### src/rtl/seg_scan_display.sv
// ============================================================================
// Module   : seg_scan_display
// Brief    : Time-multiplexed 7-segment driver for NUM_DIGITS common-anode
//            digits. It uses a refresh prescaler, inserts dead time between
//            slots, takes a frame-coherent snapshot of the inputs and shows
//            a dash for invalid codes.
//            Optional macro SEG_LZ_BLANK_EN enables leading-zero suppression.
// Revision : 1.0 - initial release
// ============================================================================
`default_nettype none

module seg_scan_display #(
    parameter int NUM_DIGITS = 4,
    parameter int CLK_DIV    = 100000,
    parameter int BLANK_CYC  = 16
) (
    input  logic                      clk,
    input  logic                      rst_n,
    input  logic                      enable,
    input  logic [4*NUM_DIGITS-1:0]   bcd,
    input  logic [NUM_DIGITS-1:0]     dp_in,
    output logic [NUM_DIGITS-1:0]     an,
    output logic [6:0]                seg,
    output logic                      dp,
    output logic                      frame_start
);

    localparam int CW = (CLK_DIV > 1) ? $clog2(CLK_DIV) : 1;
    localparam int IW = (NUM_DIGITS > 1) ? $clog2(NUM_DIGITS) : 1;

    localparam logic [CW-1:0] c_cnt_max = CW'(CLK_DIV - 1);
    localparam logic [IW-1:0] c_idx_max = IW'(NUM_DIGITS - 1);
    localparam logic [6:0]    c_seg_off = 7'h7F;

    logic [CW-1:0]           r_cnt;
    logic [IW-1:0]           r_idx;
    logic [4*NUM_DIGITS-1:0] r_snap_bcd;
    logic [NUM_DIGITS-1:0]   r_snap_dp;

    logic                    w_take;
    logic [4*NUM_DIGITS-1:0] w_src_bcd;
    logic [NUM_DIGITS-1:0]   w_src_dp;
    logic [3:0]              w_dig [NUM_DIGITS];
    logic [3:0]              w_nib;
    logic [6:0]              w_seg_dec;
    logic [6:0]              w_seg;
    logic [NUM_DIGITS-1:0]   w_an;

    function automatic logic [6:0] f_decode(input logic [3:0] nib);
        logic [6:0] res;
        case (nib)
            4'd0:    res = 7'b1000000;
            4'd1:    res = 7'b1111001;
            4'd2:    res = 7'b0100100;
            4'd3:    res = 7'b0110000;
            4'd4:    res = 7'b0011001;
            4'd5:    res = 7'b0010010;
            4'd6:    res = 7'b0000010;
            4'd7:    res = 7'b1111000;
            4'd8:    res = 7'b0000000;
            4'd9:    res = 7'b0011000;
            default: res = 7'b0111111;
        endcase
        return res;
    endfunction

    // The snapshot loads at slot (0,0); the output stage reads the live
    // inputs that cycle, so slot 0 already shows the new frame's data.
    assign w_take    = enable && (r_cnt == '0) && (r_idx == '0);
    assign w_src_bcd = w_take ? bcd   : r_snap_bcd;
    assign w_src_dp  = w_take ? dp_in : r_snap_dp;

    generate
        for (genvar gi = 0; gi < NUM_DIGITS; gi++) begin : g_unpack
            assign w_dig[gi] = w_src_bcd[4*gi +: 4];
        end
    endgenerate

    assign w_nib     = w_dig[r_idx];
    assign w_seg_dec = f_decode(w_nib);

`ifdef SEG_LZ_BLANK_EN
    logic [NUM_DIGITS-1:0] w_sup;
    logic                  w_zero_above;

    // Walk down from the top digit; a digit is blank while everything from it up is zero.
    always_comb begin
        w_sup        = '0;
        w_zero_above = 1'b1;
        for (int i = NUM_DIGITS - 1; i >= 1; i--) begin
            w_zero_above = w_zero_above && (w_dig[i] == 4'd0);
            w_sup[i]     = w_zero_above;
        end
    end

    assign w_seg = w_sup[r_idx] ? c_seg_off : w_seg_dec;
`else
    assign w_seg = w_seg_dec;
`endif

    always_comb begin
        w_an = '1;
        if (int'(r_cnt) >= BLANK_CYC) begin
            w_an[r_idx] = 1'b0;
        end
    end

    always_ff @(posedge clk or negedge rst_n) begin
        if (!rst_n) begin
            r_cnt      <= '0;
            r_idx      <= '0;
            r_snap_bcd <= '0;
            r_snap_dp  <= '0;
        end else if (enable) begin
            if (w_take) begin
                r_snap_bcd <= bcd;
                r_snap_dp  <= dp_in;
            end
            if (r_cnt == c_cnt_max) begin
                r_cnt <= '0;
                r_idx <= (r_idx == c_idx_max) ? '0 : r_idx + 1'b1;
            end else begin
                r_cnt <= r_cnt + 1'b1;
            end
        end
    end

    always_ff @(posedge clk or negedge rst_n) begin
        if (!rst_n) begin
            an          <= '1;
            seg         <= c_seg_off;
            dp          <= 1'b1;
            frame_start <= 1'b0;
        end else if (!enable) begin
            an          <= '1;
            seg         <= c_seg_off;
            dp          <= 1'b1;
            frame_start <= 1'b0;
        end else begin
            an          <= w_an;
            seg         <= w_seg;
            dp          <= ~w_src_dp[r_idx];
            frame_start <= w_take;
        end
    end

endmodule

`default_nettype wire
### config.mk
export PLATFORM = sky130hd
export DESIGN_NAME = seg_scan_display
export DESIGN_NICKNAME = d
export VERILOG_FILES = /design/src/rtl/seg_scan_display.sv
export SDC_FILE = /design/constraint.sdc
export NUM_CORES = 1
export LEC_CHECK = 0
export ABC_AREA = 1
export BUFFER_PORTS_ARGS = -buffer_cell sky130_fd_sc_hd__buf_2
export CORE_ASPECT_RATIO = 0.5
export CORE_MARGIN = 2
export CORE_UTILIZATION = 40
export CTS_CLUSTER_SIZE = 14
export DETAILED_ROUTE_END_ITERATION = 8
export PLACE_DENSITY = 0.63
export SKIP_CTS_REPAIR_TIMING = 1
export SLEW_MARGIN = 20
export SYNTH_ARGS = -nofsm -noshare
export SYNTH_HDL_FRONTEND = slang
export SYNTH_SLANG_ARGS = --single-unit
### constraint.sdc
create_clock -name clk -period 3.05 [get_ports clk]
set_input_delay 0.4575 -clock clk [delete_from_list [all_inputs] [get_ports clk]]
set_output_delay 0.4575 -clock clk [all_outputs]
set_load 0.02 [all_outputs]
==> results.sh <==
export IMPL_combPwrFrac_pct=18.5
export IMPL_drt_total_wl_um=6300
export IMPL_power_density_mw_per_mm2=530
export IMPL_async_reset_ff_share_pct=100
export IMPL_slew_headroom_pct=60.2
export IMPL_grt_ovfl_total=0
export IMPL_syn_cell_area_mm2=0.00285
export IMPL_synth_distinct_cells=30
export IMPL_yosys_warnings=0
export IMPL_yosysSeqAreaShare_pct=46.1
export IMPL_synthCells=369
export IMPL_holdCritPathClass="in2async"
export IMPL_yosysMostFrequentCell="nand2_1"
export IMPL_track_usage_pct=18.1
export IMPL_cts_tree="done"
export IMPL_clock_root_buffer="clkbuf_16"
export IMPL_cts_max_level=2
export IMPL_hold_viol_final=0
export IMPL_syn_nets=404
export IMPL_dieArea_mm2=0.00786
export IMPL_vias_per_cell=4.76
export IMPL_gp_congestion=0.881
export IMPL_p_sw_share_pct=31.5
export IMPL_dominantRegCellSynth="dfrtp_1"
export IMPL_clock_sinks=52
export IMPL_arrival_ns=2.74
export IMPL_dp_slack_ns=0.552
export IMPL_tightest_slew_ns=0.597
export IMPL_diodes=0
export IMPL_drt_iter0_markers=136
export IMPL_grt_pass1_wl_um=11000
export IMPL_worstSetupEndpointType="flip-flop"
export IMPL_holdWs_ns=0.160
export IMPL_drv_slew=0
export IMPL_drtAntennaViolNets=0
export IMPL_detail_route_wl_per_cell_um=12.5
export IMPL_skew_ns=0.00505
export IMPL_rsz0062_at_grt="false"
export IMPL_cts_buffers=5
export IMPL_clkLatencyLatePin_ns=0.30
export IMPL_p_int_w=0.00120
export IMPL_layout_min_cycle_time_ns=2.50
export IMPL_yosysTopAreaCellShare_pct=35.1
export IMPL_io_pins=36
export IMPL_yosysTopAreaCell="dfrtp_1"
export IMPL_synth_edf_count=0
export IMPL_leakagePower_nw=1.73
export IMPL_pwr_share_seq_pct=48.7
export IMPL_synth_area_leaders="dfrtp_1 35%, nand2_1 15%, dfstp_2 11%"
export IMPL_core_area_mm2=0.00678
export IMPL_die_y_um=63.7
export IMPL_crit_type="reg2reg"
export IMPL_cts_buffer_depth=2
export IMPL_dp_hpwl_um=4690
export IMPL_die_w_um=123
export IMPL_cp_max_fo=14
export IMPL_avgSynthCellArea_um2=7.73
export IMPL_io_buffer_count=35
export IMPL_dr_pass1_iters=4
export IMPL_cts_reportedPaths_clkPinSlew_ns=0.07
export IMPL_antenna_found_initial=0
export IMPL_setup_ws_ns=0.550
export IMPL_drcViolationCount=0
export IMPL_rows=21
export IMPL_drive_gt1_share_pct=18.7
export IMPL_power_share_clock_pct=32.8
export IMPL_cp_start_kind="flip-flop"
export IMPL_initial_core_util_pct=42.1
export IMPL_grt_max_degree=47
export IMPL_fmaxAchievable_mhz=400
export IMPL_cp_required_ns=3.29
export IMPL_setup_tns_ns=0
export IMPL_nNetsFinal=446
export IMPL_status="finished, final reports clean"
export IMPL_ys_seq_elements=52
export IMPL_period_share_pct=82.0
export IMPL_grt_pass1_vias=2394
export IMPL_setup_viol=0
export IMPL_p_switching_w=0.000552
export IMPL_vias=2400
export IMPL_nFillCells=683
export IMPL_drv_cap=0
export IMPL_peakVddDrop_mv=0.191
export IMPL_area_delta_synth_final_pct=16.0
export IMPL_synth_common_cells="113 x nand2_1, 48 x nand3_1, 46 x inv_1, 40 x dfrtp_1, 23 x nor2_1"
-- power by group through the flow --
stage	sequential, W	clock (W)	combinational [W]
final	0.000854	0.000575	0.000324
after global routing	0.000867	0.000622	0.000377
after CTS	0.000853	0.000587	0.000326
after detailed placement	0.000865	0	0.000324
after global placement	0.000865	0	0.000323
after floorplan	0.000848	0	0.000234
-- through the flow --
step / cells / utilization, % / power (W) / cell area, um^2
detailed placement: 496 / 46.6 / 0.00119 / 3160
finish: 504 / 48.8 / 0.00175 / 3310
global route: 504 / 48.8 / 0.00187 / 3310
global placement: 496 / 46.6 / 0.00119 / 3160
floorplan: 369 / - / 0.00108 / 2850
CTS: 504 / 48.8 / 0.00177 / 3310
-- critical path: stages, from the launching register on --
cell     delay [ns]
dfrtp_1        0.44
nor2_1         0.23
nand2_1        0.10
nor2_2         0.25
nand3_4        0.22
inv_2          0.19
nand2_1        0.08
nand2_1        0.08
nand2_1        0.05
nand3_1        0.07
nand2_1        0.15
inv_1          0.14
ha_1           0.15
inv_1          0.03
nand3_1        0.10
nand3_1        0.09
nand3_1        0.07
-- worst paths after layout --
kind / startpoint / endpoint / slack, ns / cells after the start
worst max-delay path: r_cnt[8] / seg[0] / 0.55 / 16
worst min-delay path: rst_n / r_snap_dp[0] / 0.16 / 1
worst max register to register: r_cnt[8] / seg[0] / 0.55 / 16
worst min register to register: r_snap_dp[3] / r_snap_dp[3] / 0.47 / 2
max in group asynchronous: rst_n / seg[6] / 2.26 / 2
min in group clk: dp_in[1] / r_snap_dp[1] / 0.38 / 3
-- layout make-up --
cell class | count | area (um^2) | area share, %
sequential | 52 | 1320 | 39.8
multi-input combinational | 261 | 1310 | 39.7
clock buffer | 6 | 139 | 4.20
inverter | 49 | 184 | 5.56
timing repair buffer | 42 | 230 | 6.96
clock inverter | 2 | 10.0 | 0.303
tap | 92 | 115 | 3.48
-- registers in the layout, summed over array words and instances (netlist names) --
signal / count
r_cnt: 17
an: 4
r_idx: 2
seg: 7
r_snap_dp: 4
r_snap_bcd: 16
frame_start: 1
dp: 1
-- metal layers --
metal,vias to the layer above,routed length [um],GRT usage (%)
met4,0,90,5.68
met1,1096,3190,24.7
met2,34,2780,28.2
li1,1262,-,-
met3,8,247,4.53
met5,-,0,0
-- logic make-up after synthesis --
family,count (synthesis),synth area share [%]
adder cells (fa/ha/maj),12,5.26
AND/OR/NAND/NOR,223,35.4
flip-flops,52,46.1
buffers and inverters,56,7.81
XOR/XNOR,4,1.23
AO/OA/AOI/OAI,22,4.17
-- cell usage in the layout (no fill, tap or decap), types with 2 or more instances in the layout --
cell type,n
o21ai_0,12
clkinv_2,2
nor3_1,7
nor4_1,5
buf_2,34
nor2_2,2
xor2_1,3
nand2_1,113
ha_1,12
nor2_1,23
inv_1,46
dfrtp_1,40
a21oi_1,6
buf_4,8
clkbuf_16,5
inv_2,2
dfstp_2,12
nand2_2,5
nand4_1,11
nor3_2,2
nand3_1,48
and2_1,4
(Power assumes the default switching activity.)
